## config.mk

```make
export PLATFORM = sky130hd
export DESIGN_NAME = serial_adder_seq
export DESIGN_NICKNAME = d
export VERILOG_FILES = /design/src/rtl/serial_adder_seq.sv
export SDC_FILE = /design/constraint.sdc
export NUM_CORES = 1
export LEC_CHECK = 0
export ABC_CLOCK_PERIOD_IN_PS = 1900
export CAP_MARGIN = 20
export CELL_PAD_IN_SITES_DETAIL_PLACEMENT = 1
export CELL_PAD_IN_SITES_GLOBAL_PLACEMENT = 1
export CORE_ASPECT_RATIO = 1.25
export CORE_UTILIZATION = 38
export CTS_CLUSTER_DIAMETER = 60
export DETAILED_ROUTE_END_ITERATION = 10
export PLACE_DENSITY_LB_ADDON = 0.1
export SYNTH_ARGS = -nofsm -noshare
export SYNTH_HDL_FRONTEND = slang
export SYNTH_SLANG_ARGS = --single-unit
```

## constraint.sdc

```tcl
create_clock -name clk -period 1.9 [get_ports clk]
set_clock_uncertainty 0.05 [all_clocks]
set_input_delay 0.38 -clock clk [delete_from_list [all_inputs] [get_ports clk]]
set_output_delay 0.38 -clock clk [all_outputs]
set_load 0.01 [all_outputs]
```

## src/rtl/serial_adder_seq.sv

```systemverilog
// Bit-serial adder: loads two N-bit operands, adds them LSB first through one full_adder cell
// with the carry held in a flop, then presents the registered sum and carry with a done pulse.
// Optional subtract mode is compiled in with `define SERIAL_ADDER_SUB_EN (adds input port sub).

module full_adder (
  input  logic a,
  input  logic b,
  input  logic cin,
  output logic sum,
  output logic cout
);

  assign sum  = a ^ b ^ cin;
  assign cout = (a & b) | (cin & (a ^ b));

endmodule

module serial_adder_seq #(
  parameter int unsigned N = 8
) (
  input  logic         clk,
  input  logic         reset,
  input  logic         start,
  input  logic [N-1:0] a_in,
  input  logic [N-1:0] b_in,
  input  logic         cin_in,
`ifdef SERIAL_ADDER_SUB_EN
  input  logic         sub,
`endif
  output logic         busy,
  output logic         done,
  output logic [N-1:0] sum_out,
  output logic         cout_out
);

  localparam int unsigned CntW = (N > 1) ? $clog2(N) : 1;
  localparam logic [CntW-1:0] LastBit = CntW'(N - 1);

  typedef enum logic [1:0] {
    StIdle,
    StShift,
    StDone
  } state_e;

  state_e          state_q;
  logic [N-1:0]    a_q;
  logic [N-1:0]    b_q;
  logic [N-1:0]    result_q;
  logic            carry_q;
  logic [CntW-1:0] count_q;

  logic [N-1:0]    b_load;
  logic            carry_load;
  logic            fa_sum;
  logic            fa_cout;
  logic [N-1:0]    result_next;

  // The zero-initialised LSB of result is shifted out on the last edge and never observed.
  logic            unused_result_lsb;
  assign unused_result_lsb = result_q[0];

  // Subtract is a + ~b + 1; cin_in plays no part in that case.
  always_comb begin
`ifdef SERIAL_ADDER_SUB_EN
    b_load     = sub ? ~b_in : b_in;
    carry_load = sub ? 1'b1 : cin_in;
`else
    b_load     = b_in;
    carry_load = cin_in;
`endif
  end

  full_adder u_fa (
    .a    (a_q[0]),
    .b    (b_q[0]),
    .cin  (carry_q),
    .sum  (fa_sum),
    .cout (fa_cout)
  );

  assign result_next = {fa_sum, result_q[N-1:1]};

  always_ff @(posedge clk) begin
    if (reset) begin
      state_q  <= StIdle;
      a_q      <= '0;
      b_q      <= '0;
      result_q <= '0;
      carry_q  <= 1'b0;
      count_q  <= '0;
      busy     <= 1'b0;
      done     <= 1'b0;
      sum_out  <= '0;
      cout_out <= 1'b0;
    end else begin
      unique case (state_q)
        StIdle: begin
          done <= 1'b0;
          if (start) begin
            a_q      <= a_in;
            b_q      <= b_load;
            carry_q  <= carry_load;
            count_q  <= '0;
            result_q <= '0;
            busy     <= 1'b1;
            state_q  <= StShift;
          end
        end
        StShift: begin
          a_q      <= a_q >> 1;
          b_q      <= b_q >> 1;
          carry_q  <= fa_cout;
          result_q <= result_next;
          count_q  <= count_q + 1'b1;
          if (count_q == LastBit) begin
            sum_out  <= result_next;
            cout_out <= fa_cout;
            busy     <= 1'b0;
            done     <= 1'b1;
            state_q  <= StDone;
          end
        end
        StDone: begin
          done    <= 1'b0;
          state_q <= StIdle;
        end
        default: begin
          busy    <= 1'b0;
          done    <= 1'b0;
          state_q <= StIdle;
        end
      endcase
    end
  end

endmodule

```

# Word-level counts from Yosys, hierarchy flattened

Index checks and enable logic that the tools add are counted.

Add/sub/neg operators: 1
Equality and inequality tests: 5
Mux-type cells: 16
Bitwise logic cells: 7
Reductions and logical operators: 7

Operators by type and width:

| kind                                           | number |
|---|---|
| one-hot mux 8 bit (2 select lines)             | 3 |
| 2-to-1 mux 8 bit                               | 3 |
| one-hot mux 3 bit (2 select lines)             | 1 |
| AND reduction 2 bit                            | 3 |
| 2-to-1 mux 2 bit                               | 2 |
| != test 2 bit (second input constant)          | 2 |
| one-hot mux 2 bit (2 select lines)             | 1 |
| adder 3 x 1 -> 3 bit (second input constant)   | 1 |
| == test 3 bit (second input constant)          | 1 |
| 2-to-1 mux 1 bit                               | 3 |
| 2-to-1 mux 3 bit                               | 1 |
| one-hot mux 1 bit (3 select lines)             | 1 |
| AND reduction 3 bit                            | 1 |
| bitwise AND 1 bit                              | 2 |
| == test 2 x 1 -> 1 bit (second input constant) | 1 |
| == test 2 bit (second input constant)          | 1 |
| logical NOT 2 bit                              | 1 |
| NOT 1 bit                                      | 2 |
| one-hot mux 1 bit (2 select lines)             | 1 |
| nonzero test 2 bit                             | 1 |
| OR reduction 2 bit                             | 1 |
| bitwise XOR 1 bit                              | 2 |
| bitwise OR 1 bit                               | 1 |

Flip-flop bits (word level): 41
Bits of input ports: 20
Output and inout bits: 11
Logic and storage cells: 46

# Depth between registers and ports, before layout

Gate-level depths: netlist (run 1).

Word-level depth: 4
Gate-level depth with buffers: 6

# Cells and area by module

A second synthesis (run 1) with hierarchy kept.

Cells, all modules: 166
Area, all modules: 1582.8 um2

By module, submodules not included:

| module           | instances | cells each | area each (um2) | seq. area each (um2) |
|---|---|---|---|---|
| serial_adder_seq | 1         | 165        | 1562.7          | 800.8 |
| full_adder       | 1         | 1          | 20.0            | 0.0 |

# Worst setup path after synthesis (run 1)

OpenSTA, ideal clock, no wires.

Path type: flip-flop to flip-flop
From: register count_q[0]
To: register cout_out
Data arrival time: 1222 ps
Data required time: 1779 ps
Path slack: 557 ps
Cell stages (with the launch flop): 7
Clock period less this slack: 1343 ps
Path through: dfxtp_1 > ha_1 > ha_1 > and3b_1 > clkbuf_1 > nand2_1 > a21oi_1

Longest elaborated chain between the ends: 2

Ends and longest elaborated chain:

| item                                 | line | source |
|---|---|---|
| start, declared                      | 50   | `logic [CntW-1:0] count_q;` |
| start signal, assigned               | 114  | `count_q <= count_q + 1'b1;` |
| == test 3 bit                        | 115  | `if (count_q == LastBit) begin` |
| AND reduction 2 bit (no source line) | n/a  |  |
| end signal, assigned                 | 117  | `cout_out <= fa_cout;` |
| end, declared                        | 33   | `output logic cout_out` |

Every way passes these cells.
A chain may end at the register's enable or synchronous reset.

# Worst setup path after layout (run 1)

From: input start
To: register a_q[7]

Longest elaborated chain between the ends: 2

Ends and longest elaborated chain:

| item                                 | line | source |
|---|---|---|
| start, declared                      | 23   | `input logic start,` |
| != test 2 bit (no source line)       | n/a  |  |
| AND reduction 2 bit (no source line) | n/a  |  |
| end signal, assigned                 | 100  | `a_q <= a_in;` |
| end signal, assigned                 | 110  | `a_q <= a_q >> 1;` |
| end, declared                        | 46   | `logic [N-1:0] a_q;` |

Every way passes these cells.

==> results of run 1 <==
state kept, by name, summed over array words and instances, names as in the netlist:
register and cells:
a_q 8, sum_out 8, result_q 7, carry_q 1, cout_out 1, done 1, busy 1, b_q 8
state_q 2, count_q 3
where the power goes:
| part | switching (uW) | total [uW] | internal (uW) |
|---|---|---|---|
| Clock | 296 | 686 | 390 |
| Combinational | 88.6 | 191 | 102 |
| Sequential | 25.2 | 902 | 877 |
metrics by stage:
stage / TNS (ps) / area, um2 / setup WS (ps) / power [uW]
3_3_place_gp: 0 / 1930 / 22.5 / 1110
2_1_floorplan: 0 / 1580 / 557 / 1040
3_5_place_dp: -314 / 1930 / -75.6 / 1120
5_1_grt: 0 / 2040 / 98.4 / 1860
6_report: 0 / 2040 / 246 / 1780
4_1_cts: 0 / 2040 / 227 / 1800
Yosys cell counts (2+ instances only):
cell      instances
clkbuf_1          5
mux2i_1          16
a22oi_1          11
nand2_1          18
nor2_1           30
ha_1              2
buf_2             4
dfxtp_1          40
a21oi_1          10
o21ai_0           2
a211oi_1         16
logic make-up after synthesis:
group	after synthesis	synth area share, %
flip-flops	40	50.6
multiplexers	16	10.1
adder cells (fa/ha/maj)	3	2.85
buffers and inverters	13	5.14
AND/OR/NAND/NOR	53	13.6
AO/OA/AOI/OAI	41	17.7
area by class of cell:
type	count	area [um2]	share of cell area (%)
well taps	54	67.6	3.32
inverters	1	3.75	0.184
clock inverters	2	35.0	1.72
clock buffers	6	72.6	3.56
flip-flops and latches	40	801	39.3
repair buffers	34	355	17.5
multi-input cells	113	701	34.4
worst max-delay path by stage:
stage                     slack (ps)  startpoint  endpoint
after floorplan                  560  count_q[0]  cout_out
after global placement            20       start    b_q[7]
after detailed placement         -80       start    b_q[7]
after CTS                        230       start    a_q[7]
after global routing             100       start    a_q[7]
final                            250       start    a_q[7]
worst max-delay path: cells and delay by family:
| family | cells | cell delay [ps] |
|---|---|---|
| AOI/OAI and AO/OA | 2 | 880 |
| buffers and inverters | 1 | 460 |
| and+or+nand+nor | 1 | 120 |
layer usage:
metal | vias to the layer above | GRT usage, %
met4 | 0 | 10.1
met3 | 7 | 4.17
li1 | 637 | -
met1 | 614 | 19.2
met5 | - | 0
met2 | 23 | 31.2
==> results.py, run 1 <==
metrics = {
    "worst_setup_path": {
        "r2r_slack_ps": 350,
        "r2r-end": "cout_out",
        "path_class": "input pin to register",
        "crit_path_end_kind": "register",
        "rr_worst_depth": 5,
        "arrival_ps": 1830,
        "required_ps": 2080,
        "path_max_fanout": 11,
        "cp_slowest_stage_delay_ps": 660,
        "crit_chain": "clkdlybuf4s50_1 > o21bai_1 > a22oi_1 > nor2_1",
        "start_kind": "input pin",
        "cpMaxStageDelayCell": "o21bai_1",
        "timing.rr.start": "count_q[0]",
    },
    "power": {
        "cellPowerDensity_mw_per_mm2": 874,
        "ir_drop_v": 0.000445,
        "p_leak_uw": 0.000759,
    },
    "die": {
        "dieArea_mm2": 0.00443,
        "core_mm2": 0.00388,
        "die_w_um": 59.7,
        "die_y_um": 74.2,
        "rows": 25,
        "ioPinCount": 31,
        "initial_core_util_pct": 40.8,
    },
    "drt": {
        "dr.max_layer_used": "met4",
        "dr.pass1.iters": 4,
        "vias": 1281,
        "drt-met1-wl_um": 1430,
        "wl_met3_um": 115,
        "antenna_left": 0,
        "drc_errors": 0,
        "wire_per_inst_um": 13.6,
        "vias_per_cell": 5.12,
        "wl_met2_um": 1780,
        "wl_um": 3410,
        "drtIter0Drc": 67,
    },
    "sta": {
        "finalHoldViolCount": 0,
        "finalSetupViolations": 0,
        "rsz0062_at_grt": "no",
        "fin_crit_sh_pct": 87.1,
        "maxSlewViolCount": 0,
        "relSlewSlack_pct": 46.3,
        "worst_slew_pin_slew_ps": 804,
        "fmax_mhz": 604,
        "hold_ws_ps": 406,
        "period_needed_ps": 1650,
    },
    "logic_synthesis": {
        "synthDistinctLibCells": 23,
        "synth.avg_cell_area_um2": 9.53,
        "synthCells": 166,
        "netlist_area_mm2": 0.00158,
        "synth_seq_cells": 40,
        "synth_ff_type": "dfxtp_1",
        "synthArstFlopShare_pct": 0,
        "yosysTopAreaCell": "dfxtp_1",
        "synth_edf_count": 0,
        "syn-num-nets": 189,
        "synth_top_area_share_pct": 50.6,
        "yosysSeqAreaShare_pct": 50.6,
        "ys_warn_count": 0,
        "ys_top_cells_by_area": "dfxtp_1 51%, mux2i_1 10%, a211oi_1 7.6%, nor2_1 7.1%, a22oi_1 5.2%",
    },
    "hold_path": {
        "hold_end": "sum_out[5]",
        "hold_depth": 2,
        "min-delay-start": "sum_out[5]",
        "hp-class": "register to register",
    },
    "finish": {
        "drive_gt1_share_pct": 6.12,
        "area_growth_pct": 28.6,
        "final_cells": 250,
        "final_common_cell": "dfxtp_1",
        "final_cell_mix": "40 x dfxtp_1, 30 x nor2_1, 30 x clkdlybuf4s50_1",
        "nFillCells": 488,
        "antenna_cells": 0,
        "final_core_util_pct": 52.5,
        "final_nets": 218,
    },
    "place": {
        "globalplace.congestion": 0.743,
        "dp_cells": 242,
        "hpwl_um": 2380,
        "place.port_buffers": 30,
    },
    "clocking": {
        "cts.path.max_buffers": 2,
        "cts_sinks": 40,
        "insertion_delay_ps": 290,
        "clkTransAtPathRegs_ps": 80,
        "post_cts_buffers": 0,
        "cts_buffers": 5,
        "cts_tree": "yes",
        "cts_resized": 0,
        "cts-root-buf": "clkbuf_8",
        "hold_buffers": 0,
        "htreeDepth": 2,
    },
    "grt": {
        "grt_max_degree": 41,
        "grt_usage_pct": 17.8,
        "overflow": 0,
        "grt_pass1_wl_um": 5780,
        "first_global_vias": 1292,
        "grt_antenna_before_repair": 0,
    },
    "run": {
        "max-cap-violations": 0,
    },
    "outcome": {
        "status": "completed",
    },
}
(Power assumes the default switching activity.)
==> inputs of run 2 (changes only) <==
- SETUP_SLACK_MARGIN: not set -> 0.3
==> results.py, run 2 (synthesized netlist as in run 1, its figures left out) <==
metrics = {
    "drt": {
        "vias": 1299,
        "antenna_left": 0,
        "wl_um": 3420,
        "vias_per_cell": 5.18,
        "dr.pass1.iters": 4,
        "wire_per_inst_um": 13.6,
        "drc_errors": 0,
        "drtIter0Drc": 46,
    },
    "power": {
        "p_leak_uw": 0.000846,
        "power_frac_comb_pct": 10.7,
        "sequentialPowerShare_pct": 50.8,
        "cellPowerDensity_mw_per_mm2": 870,
        "swShare_pct": 23.0,
        "internal-power_uw": 1370,
        "ir_drop_v": 0.000445,
        "p_clk_share_pct": 38.5,
        "switchingPower_uw": 409,
    },
    "clocking": {
        "cts_tree": "yes",
        "clkTransAtPathRegs_ps": 80,
        "cts.path.max_buffers": 2,
        "cts_buffers": 5,
        "cts_sinks": 40,
        "htreeDepth": 2,
        "insertion_delay_ps": 290,
        "cts-root-buf": "clkbuf_8",
    },
    "sta": {
        "maxSlewViolCount": 0,
        "fin_crit_sh_pct": 77.2,
        "rsz0062_at_grt": "no",
        "finalSetupViolations": 0,
        "worst_slew_pin_slew_ps": 478,
        "fmax_mhz": 682,
        "period_needed_ps": 1470,
        "hold_ws_ps": 405,
        "finalSetupTns_ps": 0,
        "finalHoldViolCount": 0,
        "relSlewSlack_pct": 68.1,
    },
    "hold_path": {
        "min-delay-start": "sum_out[5]",
        "hold_depth": 2,
        "hp-class": "register to register",
        "hold_end": "sum_out[5]",
    },
    "finish": {
        "antenna_cells": 0,
        "area_growth_pct": 29.0,
        "top_regs": "a_q (8), b_q (8), sum_out (8)",
        "drive_gt1_share_pct": 7.61,
        "final_cell_mix": "40 x dfxtp_1, 30 x nor2_1, 19 x clkdlybuf4s50_1",
        "final_nets": 219,
        "final_common_cell": "dfxtp_1",
    },
    "grt": {
        "grt_pass1_wl_um": 5820,
        "first_global_vias": 1311,
        "overflow": 0,
        "grt_max_degree": 41,
        "grt_antenna_before_repair": 0,
        "grt_usage_pct": 17.9,
    },
    "die": {
        "rows": 25,
        "initial_core_util_pct": 40.8,
        "dieArea_mm2": 0.00443,
        "die_y_um": 74.2,
        "die_w_um": 59.7,
        "ioPinCount": 31,
        "core_mm2": 0.00388,
    },
    "worst_setup_path": {
        "rr_worst_depth": 5,
        "timing.rr.start": "count_q[0]",
        "r2r_slack_ps": 430,
        "path_class": "register to register",
        "startpoint": "count_q[0]",
        "required_ps": 2070,
        "crit_path_end_kind": "register",
        "r2r-end": "cout_out",
        "path_max_fanout": 9,
        "start_kind": "register",
        "arrival_ps": 1640,
    },
    "run": {
        "max-cap-violations": 0,
    },
    "place": {
        "globalplace.congestion": 0.743,
        "place.port_buffers": 30,
        "hpwl_um": 2380,
    },
    "outcome": {
        "status": "completed",
    },
}
run 2: power by group through the flow:
stage                     Sequential, uW  Clock, uW  Combinational, uW
after floorplan                      915          0                125
after global placement               919          0                186
after detailed placement             923          0                194
after CTS                            903        703                194
after global routing                 909        742                213
final                                902        685                190
run 2: metrics by stage:
step	total power, uW	instance area [um2]	std cells	util, %	setup slack (ps)
floorplan	1040	1580	166	-	557
global placement	1110	1930	242	49.7	22.5
detailed placement	1120	1930	242	49.7	-75.6
CTS	1800	2040	251	52.5	301
global route	1860	2040	251	52.6	332
finish	1780	2040	251	52.6	433
run 2: worst max-delay path by stage:
stage | end
after floorplan | cout_out
after global placement | b_q[7]
after detailed placement | b_q[7]
after CTS | sum_out[5]
after global routing | sum_out[2]
final | cout_out
run 2: critical path, cell delays in order, from the launching register on:
cell	delay (ps)
dfxtp_1	370
ha_1	180
ha_1	250
and3b_2	320
nand2_1	80
a21oi_1	150
run 2: per-layer routing:
layer	track usage (%)	up-vias	part of all wire (%)
met2	32.0	25	53
met3	4.17	7	3.7
li1	-	640	-
met1	19.0	627	41
met4	10.1	0	2.3
met5	0	-	0
run 2: repair_timing:
action	CTS	global route
gates cloned	0	0
hold buffers	0	0
endpoints found under the setup margin	15	10
setup buffers	1	0
resized for setup	10	3
run 2: layout make-up:
class / count / area [um2]
fill: 478 / 1840
sequential: 40 / 801
multi-input combinational: 113 / 706
timing repair buffer: 35 / 357
clock buffer: 6 / 72.6
tap: 54 / 67.6
clock inverter: 2 / 35.0
inverter: 1 / 3.75
==> inputs of run 3 (changes only) <==
- ABC_CLOCK_PERIOD_IN_PS: 1900 -> 1200
- CORE_UTILIZATION: 38 -> 34
- clock period: 1.9 -> 1.2 ns (I/O delays scaled with it)
==> results.py, run 3 (synthesized netlist as in run 1, its figures left out) <==
metrics = {
    "outcome": {
        "status": "complete, but fails checks",
        "violations": "negative setup slack",
    },
    "power": {
        "ir_drop_v": 0.000829,
        "cellPowerDensity_mw_per_mm2": 1080,
        "sequentialPowerShare_pct": 48.8,
        "internal-power_uw": 2180,
        "switchingPower_uw": 813,
        "swShare_pct": 27.2,
        "p_clk_share_pct": 31.6,
        "p_leak_uw": 0.00103,
        "power_frac_comb_pct": 19.7,
    },
    "sta": {
        "finalHoldViolCount": 0,
        "relSlewSlack_pct": 73.7,
        "rsz0062_at_grt": "yes",
        "fin_crit_sh_pct": 104,
        "hold_ws_ps": 421,
        "fmax_mhz": 799,
        "finalSetupViolations": 24,
        "period_needed_ps": 1250,
        "maxSlewViolCount": 0,
        "fin_ws_ps": -52.1,
        "worst_slew_pin_slew_ps": 394,
    },
    "place": {
        "dp_cells": 256,
        "globalplace.congestion": 0.681,
        "dpl-instance-area_mm2": 0.00208,
        "place.port_buffers": 30,
        "hpwl_um": 2610,
    },
    "clocking": {
        "clkTransAtPathRegs_ps": 80,
        "htreeDepth": 2,
        "cts_buffers": 5,
        "cts.path.max_buffers": 2,
        "cts-root-buf": "clkbuf_8",
        "cts_tree": "yes",
        "insertion_delay_ps": 300,
        "hold_buffers": 0,
        "cts_sinks": 40,
    },
    "grt": {
        "grt_usage_pct": 16.7,
        "overflow": 0,
        "use_met3_pct": 3.92,
        "grt_antenna_before_repair": 0,
        "grt_pass1_wl_um": 6360,
        "grt_util_met1_pct": 17.9,
        "grt_max_degree": 41,
        "grt_busiest_layer": "met2",
        "first_global_vias": 1367,
        "met2_usage_pct": 31.5,
    },
    "finish": {
        "drive_gt1_share_pct": 55.8,
        "final_core_util_pct": 62.4,
        "final_cell_mix": "22 x dfxtp_1, 18 x buf_6, 18 x clkdlybuf4s50_1",
        "final_common_cell": "dfxtp_1",
        "area_growth_pct": 74.4,
        "top_regs": "a_q (8), b_q (8), sum_out (8)",
        "antenna_cells": 0,
        "final_cells": 282,
        "final_area_mm2": 0.00276,
        "final_nets": 246,
    },
    "die": {
        "die_w_um": 63.0,
        "core_mm2": 0.00443,
        "initial_core_util_pct": 35.8,
        "rows": 27,
        "die_y_um": 78.3,
        "ioPinCount": 31,
        "dieArea_mm2": 0.00493,
    },
    "drt": {
        "wl_um": 4900,
        "wire_per_inst_um": 17.4,
        "drc_errors": 0,
        "dr.pass1.iters": 3,
        "antenna_left": 0,
        "vias": 1422,
        "drtIter0Drc": 42,
        "vias_per_cell": 5.04,
    },
    "run": {
        "max-cap-violations": 0,
    },
    "worst_setup_path": {
        "required_ps": 1380,
        "start_kind": "register",
        "r2r_slack_ps": -50,
        "path_max_fanout": 10,
        "crit_path_end_kind": "register",
        "arrival_ps": 1430,
        "path_class": "register to register",
    },
    "hold_path": {
        "hp-class": "register to register",
    },
}
run 3: cell types whose count changed in the layout (fill, tap and decap cells not counted), sizes merged:
cell           delta
buf              +33
bufinv            -1
clkbuf            +5
clkdlybuf4s50     -1
clkinv            +1
dlygate4sd2       -8
dlymetal6s2s      -2
run 3: layout make-up:
| class | instances | area [um2] |
|---|---|---|
| multi-input combinational | 113 | 1030 |
| fill | 455 | 1670 |
| timing repair buffer | 62 | 729 |
| inverter | 1 | 3.75 |
| sequential | 40 | 831 |
| clock inverter | 2 | 10.0 |
| tap | 58 | 72.6 |
| clock buffer | 6 | 82.6 |
run 3: worst max-delay path: stages (launching register included):
cell and delay (ps):
dfxtp_2 340, ha_4 160, ha_4 150, nand3b_1 140, buf_12 140, nand2_1 70, a21oi_2 130
run 3: power groups by stage:
stage / Clock (uW) / Combinational, uW / Sequential (uW)
after floorplan: 0 / 209 / 1450
after global placement: 0 / 336 / 1450
after detailed placement: 0 / 349 / 1460
after CTS: 950 / 377 / 1440
after global routing: 1020 / 625 / 1460
final: 944 / 588 / 1460
run 3: stage by stage:
stage / power (uW) / worst slack [ps] / setup TNS (ps)
2_1_floorplan: 1660 / -6.78 / -51.7
3_3_place_gp: 1790 / -528 / -11410
3_5_place_dp: 1810 / -626 / -13670
4_1_cts: 2770 / -58.6 / -530
5_1_grt: 3110 / -112 / -1820
6_report: 2990 / -52.1 / -605
run 3: worst paths after layout:
path	startpoint	end	cells past startpoint
setup / recovery	count_q[0]	sum_out[7]	6
hold / removal	sum_out[5]	sum_out[5]	2
hold reg to reg	sum_out[5]	sum_out[5]	2
setup reg to reg	count_q[0]	sum_out[7]	6
run 3: layer usage:
| layer | routed length [um] | vias up |
|---|---|---|
| li1 | - | 692 |
| met1 | 1890 | 699 |
| met2 | 2800 | 24 |
| met3 | 117 | 7 |
| met4 | 93 | 0 |
| met5 | 0 | - |
run 3: timing repair:
item                                    4_1_cts  5_1_grt
endpoints found under the setup margin       51       51
endpoints found under the hold margin         0        0
cloned                                        0        6
resized for setup                            79       70
buffers inserted                              3        9
pin swaps                                     4       30
==> RTL edit 1: new RTL, config.mk and constraints of run 1 <==
Reset style: asynchronous (`reset`), changed in one clocked block.
--- a/src/rtl/serial_adder_seq.sv
+++ b/src/rtl/serial_adder_seq.sv
@@ -82,3 +82,3 @@
 
-  always_ff @(posedge clk) begin
+  always_ff @(posedge clk or posedge reset) begin
     if (reset) begin
Behaviour: differs if reset is asserted again (counterexample within 4 cycles, from zero or initial values and one cycle with reset high); with reset held inactive, the same outputs for 10 cycles.
==> RTL edit 1 against run 1 <==
  * Die area rose by 14%
  * Setup slack improved by 0.036 ns
  * Synthesized area rose by 14%
  * Utilization fell by 0.94 points
  * Cell area rose by 14%
  * Global-route usage fell by 0.29 points
  * First-iteration DRC count fell by 46%
  * Wire length rose by 18%
  * Sequential cell count did not move
Power is not compared: it rests on default switching activity, and its combinational part moved more than twofold at a synthesized area within 25%.
==> RTL edit 1: results (changes against run 1) <==
Run status
  – Outcome: finished, final reports clean (unchanged)

Global routing
  – Wire length of the first global-routing pass: 6530 um (was 5780 um)
  – Met3 usage in global routing: 3.88% (was 4.17%)
  – Number of global-route vias before repair: 1,370 (was 1,292)
  – Overall fraction of global-route tracks in use: 17.5% (was 17.8%)

Worst setup path
  – Startpoint type of the worst setup path: flip-flop (was primary input)
  – Critical path peak fanout: 2 (was 11)
  – Family with the most delay on the worst path: buffers and inverters (was compound AO/OA/AOI/OAI gates)
  – Largest stage delay, worst path: 0.54 ns (was 0.66 ns)
  – Worst path slowest cell: sky130_fd_sc_hd__clkdlybuf4s50_1 (was sky130_fd_sc_hd__o21bai_1)

Synth
  – Leading cell types by count after synthesis: sky130_fd_sc_hd__dfrtp_1 (40), sky130_fd_sc_hd__inv_1 (11), sky130_fd_sc_hd__nor3b_1 (11), sky130_fd_sc_hd__a22o_1 (9), sky130_fd_sc_hd__mux2_4 (9) (was sky130_fd_sc_hd__dfxtp_1 (40), sky130_fd_sc_hd__nor2_1 (30), sky130_fd_sc_hd__nand2_1 (18), sky130_fd_sc_hd__a211oi_1 (16), sky130_fd_sc_hd__mux2i_1 (16))
  – Proportion of synthesized flip-flops having asynchronous set or reset: 100% (was 0%)
  – Top cells by area, synth: sky130_fd_sc_hd__dfrtp_1 (55%), sky130_fd_sc_hd__mux2_4 (7.5%), sky130_fd_sc_hd__nor3b_1 (4.6%), sky130_fd_sc_hd__a22o_1 (4.4%), sky130_fd_sc_hd__o22a_1 (3.4%) (was sky130_fd_sc_hd__dfxtp_1 (51%), sky130_fd_sc_hd__mux2i_1 (10%), sky130_fd_sc_hd__a211oi_1 (7.6%), sky130_fd_sc_hd__nor2_1 (7.1%), sky130_fd_sc_hd__a22oi_1 (5.2%))
  – Post-synthesis cell count: 148 (was 166)
  – Count of cell types in the netlist: 28 (was 23)
  – Syn nets: 171 (was 189)

Placed design
  – Routability cong.: 0.738 (was 0.743)
  – Detail Placement HPWL: 2930 um (was 2380 um)
  – Post-DP Area: 2200 um2 (was 1930 um2)

Drt
  – Iter 0 DRT Violations: 36 (was 67)
  – Post-DR wirelength/cell: 16.5 um (was 13.6 um)

STA
  – Transition at the pin with the smallest max-transition slack: 0.509 ns (was 0.804 ns)
  – Hold Slack: 0.453 ns (was 0.406 ns)

Hold path
  – Endpoint with the worst hold slack: busy$_DFFE_PP0P_ (was sum_out[5]$_SDFFE_PP0P_)

Cells and area
  – Net total in the final layout: 209 (was 218)
  – Fraction of final layout cells sized beyond drive strength 1: 16.6% (was 6.12%)
==> RTL edit 1: changes by cell type after synthesis, sizes merged, moves of 5 or more <==
| cell | run 1 | this run |
|---|---|---|
| a22o | 0 | 9 |
| a22oi | 11 | 0 |
| nor2 | 30 | 6 |
| a211oi | 16 | 0 |
| o21ai | 2 | 7 |
| mux2 | 0 | 9 |
| nor3b | 1 | 11 |
| dfrtp | 0 | 40 |
| o22a | 0 | 7 |
| nor2b | 1 | 6 |
| dfxtp | 40 | 0 |
| mux2i | 16 | 1 |
| inv | 1 | 11 |
| nand2 | 18 | 5 |
==> RTL edit 1: logic make-up after synthesis <==
| family | after synthesis | synth area share [%] |
|---|---|---|
| AO/OA/AOI/OAI | 40 | 16.3 |
| flip-flops | 40 | 55.3 |
| AND/OR/NAND/NOR | 36 | 13.1 |
| buffers and inverters | 19 | 4.77 |
| multiplexers | 10 | 8.02 |
| adder cells (fa/ha/maj) | 3 | 2.49 |
==> RTL edit 1: area by class of cell <==
| type | instances | area (um2) | area share, % |
|---|---|---|---|
| tap | 58 | 72.6 | 3.13 |
| clock inverter | 3 | 42.5 | 1.84 |
| multi-input combinational | 89 | 722 | 31.2 |
| inverter | 11 | 41.3 | 1.78 |
| clock buffer | 5 | 68.8 | 2.97 |
| sequential | 40 | 1000 | 43.2 |
| timing repair buffer | 39 | 368 | 15.9 |
==> RTL edit 1: per-layer routing <==
metal	up-vias	wire length [um]
met5	-	0
met4	0	130
met3	11	128
met2	32	2130
met1	650	1650
li1	606	-
==> RTL edit 1: power groups by stage <==
stage               Sequential [mW]  Combinational, mW  Clock [mW]
global route                   1.54               1.64       0.742
detailed placement             1.51               1.52           0
global placement               1.49               1.45           0
finish                         1.50               1.50       0.691
floorplan                      1.48              0.995           0
CTS                            1.50               1.53       0.711
==> RTL edit 2: new RTL, config.mk and constraints of run 1 <==
Made on the original files. Set the parameter `N` to 4 (it was 8).
--- a/src/rtl/serial_adder_seq.sv
+++ b/src/rtl/serial_adder_seq.sv
@@ -18,3 +18,3 @@
 module serial_adder_seq #(
-  parameter int unsigned N = 8
+  parameter int unsigned N = 4
 ) (
Ports: changed (resized a_in, b_in and sum_out); port bits go from 31 to 19. No check against the original RTL was run, so the function may have changed too.
==> RTL edit 2 against run 1 <==
  * Power down 51%
  * Wire length down 41%
  * First-iteration DRC count down 87%
  * Fmax up 0.62%
  * Cell area down 40%
  * Synthesized area down 36%
  * Sequential cell count down 17
  * Setup slack better by 0.010 ns
  * Register-to-register slack better by 0.22 ns
==> RTL edit 2: results (changes against run 1) <==
Global routing
  – GR met2 Demand/Resource: 31.2% (about the same)
  – Wire length of the first global-routing pass: 3530 um (was 5780 um)
  – Overall fraction of global-route tracks in use: 17.5% (was 17.8%)
  – Pin count of the biggest net entering global routing: 16 (was 41)
  – Number of global-route vias before repair: 831 (was 1,292)

Worst setup path
  – Worst R2R End: sum_out[0]$_SDFFE_PP0P_ (was cout_out$_SDFFE_PP0P_)
  – Worst R2R Setup Slack: 0.57 ns (was 0.35 ns)
  – Critical path peak fanout: 3 (was 11)
  – Depth of the worst register-to-register path: 4 (was 5)
  – Startpoint of the most critical setup path: busy$_SDFFE_PP0P_ (was start)
  – Largest stage delay, worst path: 0.55 ns (was 0.66 ns)

Placed design
  – Worst slack at placement: 0.228 ns (was -0.0756 ns)
  – Post-DP Area: 1190 um2 (was 1930 um2)
  – Total of buffers placed on input and output ports: 18 (was 30)
  – Detail Placement HPWL: 1540 um (was 2380 um)

Synth
  – Count of cell types in the netlist: 26 (was 23)
  – Top cells by area, synth: sky130_fd_sc_hd__dfxtp_1 (45%), sky130_fd_sc_hd__mux2i_1 (8.9%), sky130_fd_sc_hd__a211oi_2 (6.2%), sky130_fd_sc_hd__nor2_1 (4.4%), sky130_fd_sc_hd__a21oi_1 (4.0%) (was sky130_fd_sc_hd__dfxtp_1 (51%), sky130_fd_sc_hd__mux2i_1 (10%), sky130_fd_sc_hd__a211oi_1 (7.6%), sky130_fd_sc_hd__nor2_1 (7.1%), sky130_fd_sc_hd__a22oi_1 (5.2%))
  – Multiplexer area fraction after synthesis: 8.90% (was 10.1%)
  – Post-Synth Adder-Cell Area: 3.21% (was 2.85%)

Hold path
  – Endpoint with the worst hold slack: sum_out[3]$_SDFFE_PP0P_ (was sum_out[5]$_SDFFE_PP0P_)

CTS
  – Clock edge transition at the registers on the reported setup and hold paths: 0.12 ns (was 0.08 ns)

Cells and area
  – Number of fill cells in the layout: 283 (was 488)

Run status
  – Outcome: finished, final reports clean (unchanged)

Drt
  – Routed vias: 778 (was 1,281)

Power
  – Net switching fraction of the power: 25.1% (was 23.0%)
  – Lkg Pwr: 0.436 nW (was 0.759 nW)
==> RTL edit 2: cell types whose count changed in the layout (fill, tap and decap cells not counted), sizes merged, moves of 2 or more <==
cell,delta
nand3,+5
a22oi,-7
nand2,-12
mux2i,-7
clkdlybuf4s50,-12
nor2,-15
dfxtp,-17
a21oi,-2
clkbuf,-2
a211oi,-9
nor3,+2
nand3b,+2
==> RTL edit 2: area by class of cell <==
type	count	area, um2	share of cell area, %
Tap cell	33	41.3	3.40
Clock buffer	4	26.3	2.16
Timing Repair Buffer	21	203	16.7
Multi-Input combinational cell	70	480	39.5
Sequential cell	23	460	37.9
Inverter	1	3.75	0.309
==> RTL edit 2: cell families (layout without fill, tap and decap cells) <==
kind of cell | after synthesis | in the layout
multiplexers | 9 | 9
adder cells (fa/ha/maj) | 2 | 2
AO/OA/AOI/OAI | 24 | 24
flip-flops | 23 | 23
buffers and inverters | 9 | 26
AND/OR/NAND/NOR | 35 | 35
==> RTL edit 2: per-layer routing <==
metal  routed length [um]  vias to the layer above
met5                    0                        -
met4                   16                        0
met3                   48                        2
met2                 1120                       10
met1                  812                      374
li1                     -                      392
==> RTL edit 2: worst max path at each step <==
stage / endpoint / slack [ns] / cells after the start
finish: busy / 0.26 / 1
global placement: a_q[2]$_SDFFE_PP0P_ / 0.26 / 4
floorplan: cout_out$_SDFFE_PP0P_ / 0.69 / 5
CTS: busy / 0.22 / 1
global route: busy / 0.20 / 1
detailed placement: b_q[0]$_SDFFE_PP0P_ / 0.23 / 4
==> RTL edit 2: worst register-to-register path, cell delays in order (launching register included) <==
cell	delay, ns
sky130_fd_sc_hd__dfxtp_1	0.37
sky130_fd_sc_hd__ha_1	0.37
sky130_fd_sc_hd__nand3b_1	0.25
sky130_fd_sc_hd__nand2_1	0.13
sky130_fd_sc_hd__a21oi_1	0.07
==> RTL edit 2: power groups by stage <==
stage	clock [mW]	sequential, mW	combinational (mW)
3_5_place_dp	0	0.536	0.133
6_report	0.220	0.525	0.132
5_1_grt	0.248	0.529	0.146
3_3_place_gp	0	0.535	0.128
4_1_cts	0.236	0.525	0.134
2_1_floorplan	0	0.530	0.0960
